`src/rtl/frame_writer_pkg.sv`:
```
// Shared frame-memory geometry, colour depth and fill-FSM state encoding.
// Every block that addresses the frame buffer imports these definitions.
package frame_writer_pkg;

  localparam int SCR_WIDTH        = 160;
  localparam int SCR_HEIGHT       = 120;
  localparam int SCR_WIDTH_BITS   = 8;
  localparam int SCR_HEIGHT_BITS  = 7;
  localparam int COLOR_SIZE       = 3;
  localparam int MEMORY_SIZE_BITS = 15;

  typedef enum logic [1:0] {
    IDLE  = 2'd0,
    WRITE = 2'd1,
    DONE  = 2'd2
  } state_t;

endpackage

```
`src/rtl/frame_writer_coor_to_offset.sv`:
```
// Combinational (x, y) -> linear frame-memory offset, y * SCR_WIDTH + x.
// The 160-wide screen uses shift-and-add so no multiplier is built.
module coor_to_offset #(
  parameter int SCR_WIDTH = frame_writer_pkg::SCR_WIDTH
) (
  input  logic [frame_writer_pkg::SCR_WIDTH_BITS-1:0]   x,
  input  logic [frame_writer_pkg::SCR_HEIGHT_BITS-1:0]  y,
  output logic [frame_writer_pkg::MEMORY_SIZE_BITS-1:0] offset
);
  import frame_writer_pkg::*;

  logic [MEMORY_SIZE_BITS-1:0] x_ext;
  logic [MEMORY_SIZE_BITS-1:0] y_ext;

  assign x_ext = MEMORY_SIZE_BITS'(x);
  assign y_ext = MEMORY_SIZE_BITS'(y);

  generate
    if (SCR_WIDTH == 160) begin : g_shift_add
      // 160 = 128 + 32
      assign offset = (y_ext << 7) + (y_ext << 5) + x_ext;
    end else begin : g_generic
      assign offset = MEMORY_SIZE_BITS'(y_ext * MEMORY_SIZE_BITS'(SCR_WIDTH)) + x_ext;
    end
  endgenerate

endmodule

```
`src/rtl/frame_writer.sv`:
```
// Rectangle fill engine: latches a clipped rectangle and streams one
// frame-memory write per cycle in raster order, then hands off via out_cont_signal.
module frame_writer #(
  parameter int SCR_WIDTH  = frame_writer_pkg::SCR_WIDTH,
  parameter int SCR_HEIGHT = frame_writer_pkg::SCR_HEIGHT
) (
  input  logic                                          Clck,
  input  logic                                          Reset,
  input  logic                                          in_cont_signal,
  input  logic                                          next_fin_signal,
  input  logic [frame_writer_pkg::SCR_WIDTH_BITS-1:0]   rect_x,
  input  logic [frame_writer_pkg::SCR_HEIGHT_BITS-1:0]  rect_y,
  input  logic [7:0]                                    rect_w,
  input  logic [6:0]                                    rect_h,
  input  logic [frame_writer_pkg::COLOR_SIZE-1:0]       rect_color,
  output logic [frame_writer_pkg::MEMORY_SIZE_BITS-1:0] write_addr,
  output logic [frame_writer_pkg::COLOR_SIZE-1:0]       write_data,
  output logic                                          write_en,
  output logic                                          out_cont_signal
);
  import frame_writer_pkg::*;

  localparam int XW = SCR_WIDTH_BITS;
  localparam int YW = SCR_HEIGHT_BITS;
  localparam logic [XW:0] X_LIM = (XW+1)'(SCR_WIDTH);
  localparam logic [YW:0] Y_LIM = (YW+1)'(SCR_HEIGHT);

  state_t                      state_q, state_d;
  logic [XW-1:0]               x_co_q, x_co_d, x_start_q, x_start_d, x_end_q, x_end_d;
  logic [YW-1:0]               y_co_q, y_co_d, y_end_q, y_end_d;
  logic [COLOR_SIZE-1:0]       color_q, color_d;
  logic [MEMORY_SIZE_BITS-1:0] write_addr_q, write_addr_d, next_offset;
  logic [COLOR_SIZE-1:0]       write_data_q, write_data_d;
  logic                        write_en_q, write_en_d;
  logic                        out_cont_q, out_cont_d;

  // Sums carry one extra bit so a far-right/bottom rectangle cannot wrap.
  logic [XW:0] x_sum;
  logic [YW:0] y_sum;
  logic        empty_rect, last_x, last_y;

  assign x_sum      = {1'b0, rect_x} + {1'b0, rect_w};
  assign y_sum      = {1'b0, rect_y} + {1'b0, rect_h};
  assign empty_rect = (rect_w == '0) || (rect_h == '0) ||
                      ({1'b0, rect_x} >= X_LIM) || ({1'b0, rect_y} >= Y_LIM);
  assign last_x     = (x_co_q == x_end_q - 1'b1);
  assign last_y     = (y_co_q == y_end_q - 1'b1);

  // The address is formed from the coordinate about to be written, so it
  // lands in the output register together with write_en.
  coor_to_offset #(.SCR_WIDTH(SCR_WIDTH)) u_coor_to_offset (
    .x      (x_co_d),
    .y      (y_co_d),
    .offset (next_offset)
  );

  always_comb begin
    // NOTE: every signal gets a default first so no path leaves it unassigned (no latch).
    state_d      = state_q;
    x_co_d       = x_co_q;
    y_co_d       = y_co_q;
    x_start_d    = x_start_q;
    x_end_d      = x_end_q;
    y_end_d      = y_end_q;
    color_d      = color_q;
    write_en_d   = 1'b0;
    write_addr_d = '0;
    write_data_d = '0;
    out_cont_d   = 1'b0;

    unique case (state_q)
      IDLE: begin
        if (in_cont_signal) begin
          x_co_d    = rect_x;
          y_co_d    = rect_y;
          x_start_d = rect_x;
          x_end_d   = (x_sum > X_LIM) ? XW'(SCR_WIDTH)  : x_sum[XW-1:0];
          y_end_d   = (y_sum > Y_LIM) ? YW'(SCR_HEIGHT) : y_sum[YW-1:0];
          color_d   = rect_color;
          if (empty_rect) begin
            state_d    = DONE;
            out_cont_d = 1'b1;
          end else begin
            state_d      = WRITE;
            write_en_d   = 1'b1;
            write_addr_d = next_offset;
            write_data_d = rect_color;
          end
        end
      end
      WRITE: begin
        if (last_x && last_y) begin
          state_d    = DONE;
          out_cont_d = 1'b1;
        end else begin
          if (last_x) begin
            x_co_d = x_start_q;
            y_co_d = y_co_q + 1'b1;
          end else begin
            x_co_d = x_co_q + 1'b1;
          end
          write_en_d   = 1'b1;
          write_addr_d = next_offset;
          write_data_d = color_q;
        end
      end
      DONE: begin
        if (next_fin_signal) begin
          state_d = IDLE;
        end else begin
          out_cont_d = 1'b1;
        end
      end
      default: state_d = IDLE;
    endcase
  end

  // NOTE: sequential state uses non-blocking assignments only, so every flop
  // samples the pre-edge values regardless of statement order.
  always_ff @(posedge Clck) begin
    if (!Reset) begin
      state_q      <= IDLE;
      x_co_q       <= '0;
      y_co_q       <= '0;
      x_start_q    <= '0;
      x_end_q      <= '0;
      y_end_q      <= '0;
      color_q      <= '0;
      write_en_q   <= 1'b0;
      write_addr_q <= '0;
      write_data_q <= '0;
      out_cont_q   <= 1'b0;
    end else begin
      state_q      <= state_d;
      x_co_q       <= x_co_d;
      y_co_q       <= y_co_d;
      x_start_q    <= x_start_d;
      x_end_q      <= x_end_d;
      y_end_q      <= y_end_d;
      color_q      <= color_d;
      write_en_q   <= write_en_d;
      write_addr_q <= write_addr_d;
      write_data_q <= write_data_d;
      out_cont_q   <= out_cont_d;
    end
  end

  assign write_en        = write_en_q;
  assign write_addr      = write_addr_q;
  assign write_data      = write_data_q;
  assign out_cont_signal = out_cont_q;

endmodule

```
`config.mk`:
```
export PLATFORM = sky130hd
export DESIGN_NAME = frame_writer
export DESIGN_NICKNAME = d
export VERILOG_FILES = /design/src/rtl/frame_writer_pkg.sv /design/src/rtl/frame_writer_coor_to_offset.sv /design/src/rtl/frame_writer.sv
export SDC_FILE = /design/constraint.sdc
export NUM_CORES = 1
export LEC_CHECK = 0
export BUFFER_PORTS_ARGS = -buffer_cell sky130_fd_sc_hd__buf_2
export CORE_ASPECT_RATIO = 1.5
export CORE_MARGIN = 2
export CORE_UTILIZATION = 40
export CTS_CLUSTER_DIAMETER = 40
export CTS_CLUSTER_SIZE = 40
export DETAILED_ROUTE_END_ITERATION = 10
export PLACE_DENSITY = 0.62
export SLEW_MARGIN = 10
export SYNTH_ARGS = -nofsm -noshare
export SYNTH_HDL_FRONTEND = slang
export SYNTH_SLANG_ARGS = --single-unit
```
`constraint.sdc`:
```
create_clock -name Clck -period 9.9 [get_ports Clck]
set_input_delay 0.495 -clock Clck [delete_from_list [all_inputs] [get_ports Clck]]
set_output_delay 0.495 -clock Clck [all_outputs]
set_load 0.01 [all_outputs]
```
Word-level counts from Yosys, hierarchy flattened
Index checks and enable logic that the tools add are counted.
{"block": "totals", "inputBits": 37, "reg_bits": 63, "out_inout_bits": 20, "elab_cells": 71}
{"block": "op_classes", "eq_ne": 7, "n_addsub": 8, "reduce_logical": 9, "magnitude_cmp": 4, "mux": 32}
{"cell": "15-bit two-way mux", "n": 3}
{"cell": "8-bit two-way mux", "n": 4}
{"cell": "15-bit one-hot mux with 2 select lines", "n": 1}
{"cell": "7-bit two-way mux", "n": 4}
{"cell": "8-bit one-hot mux with 2 select lines", "n": 1}
{"cell": "14-bit by 12-bit adder with 15-bit output", "n": 1}
{"cell": "15-bit by 8-bit adder with 15-bit output", "n": 1}
{"cell": "7-bit one-hot mux with 2 select lines", "n": 1}
{"cell": "8-bit by 8-bit adder with 9-bit output", "n": 1}
{"cell": "9-bit by 8-bit greater-than comparator with 1-bit output, second input constant", "n": 1}
{"cell": "3-bit two-way mux", "n": 3}
{"cell": "7-bit by 7-bit adder with 8-bit output", "n": 1}
{"cell": "8-bit by 1-bit adder with 8-bit output, second input constant", "n": 1}
{"cell": "8-bit equality test", "n": 1}
{"cell": "8-bit >= comparator, second input constant", "n": 1}
{"cell": "8-bit by 7-bit greater-than comparator with 1-bit output, second input constant", "n": 1}
{"cell": "8-bit logical NOT", "n": 1}
{"cell": "2-bit two-way mux", "n": 4}
{"cell": "8-bit by 1-bit subtractor with 8-bit output, second input constant", "n": 1}
{"cell": "7-bit by 1-bit adder with 7-bit output, second input constant", "n": 1}
{"cell": "7-bit equality test", "n": 1}
{"cell": "7-bit >= comparator, second input constant", "n": 1}
{"cell": "7-bit logical NOT", "n": 1}
{"cell": "1-bit two-way mux", "n": 7}
{"cell": "13 further kinds", "n": 17}

Logic depth before layout (Yosys ltp)
Gate-level depths: netlist of run 1.
{"block": "logic_depth", "depth_word": 10, "ltp_mapped": 23, "mapped_depth_nobuf": 21}

Hierarchy
A second synthesis of run 1 with hierarchy kept.
{"block": "unflattened", "cells_unflattened": 544, "hier_area_um2": 4449.3}
{"mod": "frame_writer", "seq_area_each_um2": 1261.2, "area_each_um2": 4030.1, "n_inst": 1, "cells_each": 495}
{"mod": "coor_to_offset", "seq_area_each_um2": 0.0, "area_each_um2": 419.2, "n_inst": 1, "cells_each": 49}

Least setup slack after synthesis of run 1
No wires, ideal clock.
{"block": "synth_timing", "path_kind": "reg2reg", "from": "register y_end_q[0]", "to": "register write_addr_q[13], in the netlist write_addr[13]", "t_required_ns": 9.828, "n_path_buf": 3, "setup_slack_ns": 5.318, "arrival_ns": 4.510, "stages_incl_launch_ff": 23, "setup_ns": 0.072, "synth_period_minus_slack_ns": 4.582, "cell_sequence": "dfxtp_1 > buf_2 > inv_1 > ha_1 > buf_2 > o21bai_1 > a211o_1 > and4_1 > or4_4 > nand3b_4 > nor2b_1 > buf_6 > nand2_1 > and3_1 > fa_1 > ha_1 > a21o_1 > a21o_1 > a21o_1 > a21oi_1 > o21ai_0 > or2_1 > mux2i_1"}
{"block": "synth_via", "elab_cells_between_ends": 13, "classes_between": "add/sub (3); eq/ne (1); mux (8); reduce/logical (1)"}
{"element": "from (decl)", "line": "frame_writer.sv:30", "source": "logic [YW-1:0] y_co_q, y_co_d, y_end_q, y_end_d;"}
{"element": "from (signal assigned)", "line": "frame_writer.sv:139", "source": "y_end_q <= y_end_d;"}
{"element": "7-bit by 1-bit subtractor with 7-bit output *", "line": "frame_writer.sv:47", "source": "assign last_y = (y_co_q == y_end_q - 1'b1);"}
{"element": "7-bit equality test *", "line": "frame_writer.sv:47"}
{"element": "1-bit logical AND *", "line": "frame_writer.sv:92", "source": "if (last_x && last_y) begin"}
{"element": "8-bit two-way mux *", "line": "frame_writer.sv:92"}
{"element": "8-bit one-hot mux with 2 select lines *", "line": "frame_writer.sv:71", "source": "unique case (state_q)"}
{"element": "via u_coor_to_offset.x, one bit", "line": "frame_writer_coor_to_offset.sv:6", "source": "input logic [frame_writer_pkg::SCR_WIDTH_BITS-1:0] x,"}
{"element": "15-bit by 8-bit adder with 15-bit output *", "line": "frame_writer_coor_to_offset.sv:21", "source": "assign offset = (y_ext << 7) + (y_ext << 5) + x_ext;"}
{"element": "15-bit two-way mux", "line": "frame_writer.sv:80", "source": "if (empty_rect) begin"}
{"element": "15-bit two-way mux", "line": "frame_writer.sv:73", "source": "if (in_cont_signal) begin"}
{"element": "15-bit one-hot mux with 2 select lines *", "line": "frame_writer.sv:71"}
{"element": "to (signal assigned)", "line": "frame_writer.sv:142", "source": "write_addr_q <= write_addr_d;"}
{"element": "to (decl)", "line": "frame_writer.sv:32", "source": "logic [MEMORY_SIZE_BITS-1:0] write_addr_q, write_addr_d, next_offset;"}
The timed path passes the listed nets; every way through them passes the cells marked *.
A chain may end at the register's enable or synchronous reset.

Worst setup path after layout of run 1
Same ends and word-level chain as after synthesis.

==> results of run 1 <==
==> layout make-up <==
class | count | area, um2
sequential | 63 | 1261
inverter | 30 | 112.6
fill | 1047 | 5610
tap | 144 | 180.2
clock inverter | 5 | 33.78
multi-input combinational | 384 | 2746
clock buffer | 11 | 242.7
timing repair buffer | 57 | 287.8
==> logic make-up after synthesis <==
| logic type | after synthesis | share of synthesized area (%) |
|---|---|---|
| muxes | 8 | 1.911 |
| and+or+nand+nor | 165 | 19.75 |
| DFF | 63 | 29.63 |
| adders and majority gates | 36 | 11.29 |
| buffers and inverters | 52 | 5.849 |
| xor gates and xnor gates | 37 | 7.936 |
| AOI/OAI and AO/OA | 138 | 23.63 |
==> placed cells by master (no fill, tap or decap), types with 14 or more instances in the layout <==
master and count:
nor2_1 30, xnor2_1 22, a21oi_1 39, buf_2 56, o21ai_0 17, nand2_1 56, ha_1 32, dfxtp_1 63
inv_1 26, xor2_1 14
==> worst reg2reg max path, cell delays in order, from the launching register on <==
cell      delay (ns)
dfxtp_1         0.44
inv_1           0.08
ha_1            0.29
o21bai_1        0.19
a211o_1         0.29
and4_1          0.17
or4_4           0.57
nand3b_4        0.24
nor2b_1         0.27
nand2_1         0.10
and3_1          0.19
fa_1            0.44
ha_1            0.30
a21o_1          0.18
a21o_1          0.20
a21o_1          0.18
a21oi_1         0.20
o21ai_0         0.14
or2_1           0.22
mux2i_1         0.13
==> state kept, by name (all words and copies together) (netlist names) <==
| name | count |
|---|---|
| color_q | 3 |
| write_en | 1 |
| write_addr | 15 |
| write_data | 3 |
| x_co_q | 8 |
| y_co_q | 7 |
| state_q | 2 |
| y_end_q | 7 |
| x_end_q | 8 |
| x_start_q | 8 |
| out_cont_signal | 1 |
==> metrics by stage <==
stage	power (mW)	utilization [%]	hold slack, ns	cell area [um2]
after floorplan	0.5420	-	0.4316	4257
final	0.8992	46.44	0.4213	4865
after CTS	0.9043	46.44	0.4145	4865
after detailed placement	0.6129	43.80	0.4506	4588
after global placement	0.6058	43.80	0.4400	4588
after global routing	0.9544	46.44	0.4315	4865
==> power by group <==
| group | total, mW | switching (mW) | internal [mW] | leakage, nW |
|---|---|---|---|---|
| Sequential | 0.318 | 0.0351 | 0.283 | 0.517 |
| Combinational | 0.290 | 0.161 | 0.128 | 1.49 |
| Clock | 0.292 | 0.116 | 0.176 | 0.132 |
==> layer usage <==
layer / global-route usage (%) / vias to the layer above / wire length (um)
li1: - / 1900 / -
met1: 20.28 / 1803 / 4056
met2: 36.31 / 86 / 5906
met3: 3.036 / 36 / 364
met4: 13.37 / 0 / 563
met5: 0 / - / 0
==> worst max path at each step <==
stage / from / to / slack [ns]
after floorplan: y_end_q[0] / write_addr[13] / 5.32
after global placement: y_end_q[0] / write_addr[13] / 5.16
after detailed placement: y_end_q[0] / write_addr[13] / 5.04
after CTS: y_end_q[0] / write_addr[13] / 5.02
after global routing: y_end_q[0] / write_addr[13] / 4.66
final: y_end_q[0] / write_addr[13] / 5.03
==> impl_results.md, run 1 <==
- Flop-to-flop setup slack: 5.03 ns
- Post-route setup slack: 5.026 ns
- Netlist cell types: 70
- RSZ-0062 raised after global routing: no
- Share of the synthesized area in the top cell type: 29.63%
- Area of the core: 10,480 um2
- Slew HR: 42.02%
- Die H: 130.3 um
- Root buffer cell: clkbuf_16
- Synthesized netlist cell count: 499
- CP bufs+invs: 1
- Crit path DAT: 5.14 ns
- Worst Setup Path Type: register to register
- Status: finished clean
- Tmin final: 4.874 ns
- Slowest CP cell: or4_4
- Post-CTS Setup Inserts: 0
- Die Footprint: 11,500 um2
- Ys async rst share: 0%
- Final net count: 618
- Crit-path max cell delay: 0.57 ns
- Critical path data required time: 10.16 ns
- Worst-margin pin slew: 0.8686 ns
- Clock slew at reported path FFs: 0.06 ns
- Stages on worst setup path: 19
- Synth area leaders: dfxtp_1 30%, ha_1 9.4%, nand2_1 4.9%, a21oi_1 4.6%, xnor2_1 4.5%
- Rows: 46
- Yosys reg bits: 63
- Synthesized area: 4257 um2
- GRT Overall Usage: 19.86%
- Worst Skew: 0.008034 ns
- Largest net degree at the start of global routing: 26
- DRC: 0
- Die X: 88.23 um
- Worst R2R Path Depth: 19
- Total Negative Setup Slacks: 0 ns
- Share of layout cells above drive strength 1: 17.27%
- IO buf count: 56
- Hold_buf cts: 0
- Largest area contributor in the netlist: dfxtp_1
- Avg WL per Cell: 15.69 um
- H-tree depth: 3
- Synth Flop Type: dfxtp_1
- Pwr dens: 184.8 nW/um2
- Post-synth EDFFs: 0
- Final Slew Violations: 0
- Number of global-route vias before repair: 3,802
- Most used cell, CP: a21o_1
- Share of the yosys chip area belonging to registers: 29.63%
- R2r startpoint: y_end_q[0]
- # clock sinks: 63
- Hold path depth: 3
- Total CTS buffers: 9
- Iter 0 DRT Violations: 196
- Antenna-violating nets left: 0
- Final hold vios: 0
- Non-filler instance count after layout: 694
- Starting Density: 40.64%
- GP Congestion: 0.8684
- GRT overflow: 0
- Setup crit start kind: register
- R2r endpoint: write_addr[13]
- CTS Buffer Depth: 2
- Syn nets: 572
- Ys Warns: 0
- TritonRoute pass-1 iters: 4
- Via density: 5.512
- Top-Level Pins: 57
- Final period utilization: 49.23%
- Hold Crit Class: input port to register
- VDD IR-drop max: 0.0001006 V
- Cell with the most instances after synthesis: dfxtp_1
- CP cell instances: inv_1 -> ha_1 -> o21bai_1 -> a211o_1 -> and4_1 -> or4_4 -> nand3b_4 -> nor2b_1 -> nand2_1 -> and3_1 -> fa_1 -> ha_1 -> a21o_1 -> a21o_1 -> a21o_1 -> a21oi_1 -> o21ai_0 -> or2_1 -> mux2i_1
- Placed insts: 678
- Antenna cells: 0
- Post-Place Setup Slack: 5.038 ns
- Initial antenna violation count: 0
- HPWL Detailed: 8.461 mm
- Critical path's top delay family: simple AND/OR/NAND/NOR gates
- Routed WL: 10.89 mm
- Clk_lat worst skew: 0.33 ns
- Post-Syn Area per Cell: 8.530 um2
- Hold EP: color_q[2]
- Max-cap viol count: 0
- Fmax: 0.2052 GHz
- Post-CTS sizing: 0
- First-pass GRT wire length: 17.65 mm
- Leak: 2.135 nW
- Via count: 3,825
- Most frequent cells after synthesis: 63 x dfxtp_1, 56 x nand2_1, 39 x a21oi_1
- Final number of setup-violating endpoints: 0
- Crit path max fanout: 8
- Critical path endpoint category: register
- Min-delay src: rect_color[2]
- Layout area overhead: 14.29%
- CTS tree: built
(Power assumes the default switching activity.)
==> inputs of run 2 (changes only) <==
Clock period 9.9 ns to 4.54 ns, I/O delays scaled along.
==> impl_results.md, run 2 (synthesized netlist as in run 1, its figures left out) <==
- Worst Skew: 0.006705 ns (-0.001329 ns)
- Area of the core: 10,480 um2 (unchanged)
- Antenna cells: 0 (unchanged)
- Via count: 3,907 (+2.1%)
- Commonest non-fill, non-tap cell in the layout: dfxtp_1
- Final net count: 637 (+3.1%)
- Clk_lat worst skew: 0.33 ns (about the same)
- Final Slew Violations: 0 (unchanged)
- Slew HR: 49.87% (+7.8 points)
- First-pass GRT wire length: 18.06 mm (+2.3%)
- Clock slew at reported path FFs: 0.05 ns (about the same)
- TritonRoute pass-1 iters: 4 (unchanged)
- Avg WL per Cell: 15.86 um (+1.1%)
- GRT overflow: 0 (unchanged)
- Most frequent cells in the layout: 61 x dfxtp_1, 56 x buf_2, 55 x nand2_1
- Status: finished clean
- Via density: 5.487 (-0.44%)
- Largest register FFs: 15 (unchanged)
- Max-cap viol count: 0 (unchanged)
- Crit path DAT: 4.66 ns (-0.48 ns)
- Final hold vios: 0 (unchanged)
- Final number of setup-violating endpoints: 0 (unchanged)
- Layout area overhead: 21.16%
- CTS tree: built
- Worst-margin pin slew: 0.7520 ns (-0.1165 ns)
- Leak: 2.277 nW (+6.7%)
- GRT Overall Usage: 20.23% (+0.36 points)
- Placed insts: 695 (+2.5%)
- Hold_buf cts: 0 (unchanged)
- Total CTS buffers: 9 (unchanged)
- HPWL Detailed: 8.811 mm (+4.1%)
- # clock sinks: 63 (unchanged)
- GP Congestion: 0.9277 (+6.8%)
- CTS Buffer Depth: 2 (unchanged)
- Crit path max fanout: 5 (-3)
- Design Power: 2.124 mW (+140%)
- Rows: 46 (unchanged)
- Number of global-route vias before repair: 3,869 (+1.8%)
- Largest net degree at the start of global routing: 26 (unchanged)
- VDD IR-drop max: 0.0002497 V (+150%)
- Iter 0 DRT Violations: 163 (-17%)
- Final period utilization: 96.97% (+48 points)
- H-tree depth: 3 (unchanged)
- Starting Density: 40.64% (unchanged)
- Worst Setup Path Type: register to register
- DRC: 0 (unchanged)
- Die X: 88.23 um (unchanged)
- Top-Level Pins: 57 (unchanged)
- Routed WL: 11.29 mm (+3.7%)
- Hold Crit Class: input port to register
- Critical path endpoint category: register
- Antenna-violating nets left: 0 (unchanged)
- Critical path data required time: 4.80 ns (-5.36 ns)
- Tmin final: 4.402 ns (-0.4717 ns)
- Non-filler instance count after layout: 712 (+2.6%)
- Share of layout cells above drive strength 1: 23.42% (+6.1 points)
- IO buf count: 56 (unchanged)
- Root buffer cell: clkbuf_16
- Die Footprint: 11,500 um2 (unchanged)
- Fmax: 0.2272 GHz (+11%)
- Setup crit start kind: register
- Initial antenna violation count: 0 (unchanged)
- Pwr dens: 411.9 nW/um2 (+120%)
- Die H: 130.3 um (unchanged)
run 2: cell count changes in the layout (fill, tap and decap cells not counted), moves of 2 or more:
cell,delta
a21oi_1,-3
a21oi_2,+3
bufinv_16,+2
o21ai_0,-2
clkinvlp_4,-2
dfxtp_2,+2
buf_6,+2
dfxtp_1,-2
buf_4,+17
ha_1,-2
run 2: path summary, 6_finish.rpt:
kind                               startpoint             end  slack [ns]  cells after the start
worst min-delay path            rect_color[2]      color_q[2]        0.16                      3
worst min register to register   x_start_q[1]    x_start_q[1]        0.45                      2
worst max-delay path               x_end_q[0]  write_addr[13]        0.14                     19
worst max register to register     x_end_q[0]  write_addr[13]        0.14                     19
run 2: critical path: stages, from the launching register on:
cell and delay [ns]:
dfxtp_2 0.36, inv_1 0.06, ha_1 0.30, xnor2_1 0.14
or3_4 0.40, a2111oi_4 0.42, buf_4 0.22, nand3b_4 0.11
nor2_2 0.14, o21bai_1 0.11, and3_4 0.21, fa_1 0.48
ha_1 0.30, a21o_1 0.18, a21o_1 0.18, a21o_1 0.17
a21oi_2 0.16, o21ai_2 0.07, or2_1 0.20, mux2i_1 0.12
run 2: final cells by class:
class / instances / area [um2]
flip-flops and latches: 63 / 1264
inverters: 30 / 112.6
repair buffers: 76 / 437.9
multi-input cells: 384 / 2850
clock inverters: 4 / 70.07
clock buffers: 11 / 242.7
well taps: 144 / 180.2
fillers: 1082 / 5318
run 2: metrics by stage:
step	setup WS, ns	util, %	hold slack, ns	TNS [ns]	area (um2)
floorplan	0.005918	-	0.3630	0	4265
detailed placement	0.02748	45.08	0.4479	0	4722
global placement	0.1655	45.08	0.4389	0	4722
CTS	0.01707	48.07	0.1506	0	5035
global route	-0.03464	49.24	0.1773	-0.06313	5157
finish	0.1376	49.24	0.1576	0	5157
run 2: timing repair:
action	CTS	global route
resized for setup	0	25
setup endpoints to repair	0	4
setup buffers	0	2
run 2: per-layer routing:
| layer | part of all wire [%] | GRT usage (%) |
|---|---|---|
| met5 | 0 | 0 |
| met3 | 2.6 | 3.479 |
| met4 | 3.9 | 9.002 |
| met2 | 56 | 39.01 |
| met1 | 37 | 20.64 |
run 2: power by group:
part	switching, mW	internal [mW]	total (mW)
logic	0.398	0.321	0.719
registers	0.0629	0.617	0.680
clock network	0.235	0.490	0.725
==> inputs of run 3 (changes only) <==
Settings changed: CELL_PAD_IN_SITES_DETAIL_PLACEMENT from default to 0, CELL_PAD_IN_SITES_GLOBAL_PLACEMENT from default to 1, PLACE_DENSITY 0.62 to 0.77.
==> impl_results.md, run 3 (synthesized netlist as in run 1, its figures left out) <==
- Status: finished clean
- Starting Density: 40.64% (unchanged)
- Rows: 46 (unchanged)
- Via density: 5.414 (-1.3%)
- Worst Skew: 0.007553 ns (+0.0008478 ns)
- Commonest non-fill, non-tap cell in the layout: dfxtp_1
- Via count: 3,882 (-0.64%)
- Initial antenna violation count: 0 (unchanged)
- Worst Setup Path Type: register to register
- Setup crit start kind: register
- Number of global-route vias before repair: 3,847 (-0.57%)
- CTS Buffer Depth: 2 (unchanged)
- Root buffer cell: clkbuf_16
- Clock network fraction of total power: 31.4% (-2.7 points)
- Slew HR: 46.55% (-3.3 points)
- Fmax: 0.2339 GHz (+3.0%)
- Max-cap viol count: 0 (unchanged)
- Final net count: 643 (+0.94%)
- Hold Crit Class: input port to register
- Final hold vios: 0 (unchanged)
- Switching Fraction: 34.46% (+1.7 points)
- Share of power burned in registers: 33.2% (+1.2 points)
- HPWL Detailed: 8.821 mm (+0.11%)
- Critical path endpoint category: register
- Leak: 2.273 nW (-0.21%)
- Critical path data required time: 4.80 ns (about the same)
- Total Negative Setup Slacks: 0 ns (unchanged)
- Share of layout cells above drive strength 1: 23.73% (+0.32 points)
- Int Power: 1.329 mW (-6.9%)
- Clock slew at reported path FFs: 0.06 ns (about the same)
- Fin area: 5122 um2 (-0.68%)
- GRT Overall Usage: 20.42% (+0.19 points)
- Final Hold Slack: 0.1530 ns (-0.004584 ns)
- Antenna-violating nets left: 0 (unchanged)
- Final Slew Violations: 0 (unchanged)
- Routed WL: 11.26 mm (-0.27%)
- TritonRoute pass-1 iters: 4 (unchanged)
- Most frequent cells in the layout: 61 x dfxtp_1, 56 x nand2_1, 56 x buf_2
- Final period utilization: 94.19% (-2.8 points)
- Final core occ: 48.90% (-0.33 points)
- Tmin final: 4.276 ns (-0.1262 ns)
- Worst-margin pin slew: 0.8018 ns (+0.04980 ns)
- Top-Level Pins: 57 (unchanged)
- IO buf count: 56 (unchanged)
- # clock sinks: 63 (unchanged)
- CTS tree: built
- Die Footprint: 11,500 um2 (unchanged)
- Clk_lat worst skew: 0.33 ns (about the same)
- Iter 0 DRT Violations: 161 (-1.2%)
- Sw Pwr: 698.9 uW (+0.36%)
- VDD IR-drop max: 0.0002397 V (-4.0%)
- Non-filler instance count after layout: 717 (+0.70%)
- Die H: 130.3 um (unchanged)
- GP Congestion: 0.9691 (+4.5%)
- Crit path max fanout: 6 (+1)
- Area of the core: 10,480 um2 (unchanged)
- Crit path DAT: 4.54 ns (-0.12 ns)
- Area after DPL: 4767 um2 (+0.95%)
- H-tree depth: 3 (unchanged)
- DRC: 0 (unchanged)
- Comb power frac: 35.4% (+1.5 points)
- Antenna cells: 0 (unchanged)
- RSZ-0062 raised after global routing: no
- GRT overflow: 0 (unchanged)
- Final number of setup-violating endpoints: 0 (unchanged)
- Largest register FFs: 15 (unchanged)
- Layout area overhead: 20.34%
- Pwr dens: 395.9 nW/um2 (-3.9%)
- Largest net degree at the start of global routing: 26 (unchanged)
- Avg WL per Cell: 15.70 um (-0.96%)
- Die X: 88.23 um (unchanged)
- Placed insts: 701 (+0.86%)
- Total CTS buffers: 9 (unchanged)
- First-pass GRT wire length: 18.19 mm (+0.69%)
==> run 3: cell count changes in the layout (fill, tap and decap cells not counted), sizes merged <==
cell,before,now
buf,76,82
bufinv,2,0
clkinvlp,0,2
clkinv,3,2
==> run 3: area by class of cell <==
class                           count  area, um2
Inverter                           30      112.6
Clock inverter                      3      20.02
Sequential cell                    63       1264
Timing Repair Buffer               82      479.2
Fill cell                        1060       5353
Clock buffer                       11      252.7
Multi-Input combinational cell    384       2814
Tap cell                          144      180.2
==> run 3: what timing repair did <==
item                       4_1_cts  5_1_grt
setup endpoints to repair        0        3
hold buffers                     0        0
gates resized for setup          0       21
buffers inserted                 0        3
==> run 3: metrics by stage <==
stage          setup WS [ns]  total power [mW]
2_1_floorplan       0.005918             1.186
3_3_place_gp          0.1828             1.363
3_5_place_dp         0.06436             1.375
4_1_cts              0.02716             2.017
5_1_grt              0.03818             2.155
6_report              0.2638             2.028
==> run 3: per-layer routing <==
| metal | wire (um) | up-vias | GRT usage, % |
|---|---|---|---|
| met1 | 4317 | 1830 | 21.11 |
| met2 | 6379 | 81 | 39.58 |
| met3 | 259 | 19 | 3.858 |
| met5 | 0 | - | 0 |
| met4 | 303 | 0 | 7.576 |
| li1 | - | 1952 | - |
==> run 3: critical path, cell delays in order (launching register included) <==
cell and delay, ns:
dfxtp_2 0.36, inv_1 0.05, ha_1 0.29, xnor2_1 0.12, or3_1 0.41, a2111oi_4 0.28, buf_4 0.21, buf_4 0.15
nand3b_4 0.09, nor2_2 0.12, o21bai_1 0.09, and3_4 0.18, fa_1 0.49, ha_1 0.30, a21o_1 0.18, a21o_1 0.16
a21o_1 0.16, a21oi_2 0.15, o21ai_1 0.08, or2_1 0.21, mux2i_1 0.12
==> run 3: power groups by stage <==
stage                     Clock (mW)  Combinational [mW]  Sequential (mW)
after floorplan                    0               0.509            0.677
after global placement             0               0.680            0.683
after detailed placement           0               0.692            0.683
after CTS                      0.649               0.696            0.672
after global routing           0.673               0.802            0.680
final                          0.637               0.718            0.674
==> run 3: path summary, 6_finish.rpt <==
kind	to	depth (start not counted)	slack (ns)	startpoint
max	write_addr[13]	20	0.26	x_end_q[1]
min	color_q[1]	3	0.15	rect_color[1]
max reg2reg	write_addr[13]	20	0.26	x_end_q[1]
min reg2reg	x_start_q[0]	2	0.45	x_start_q[0]
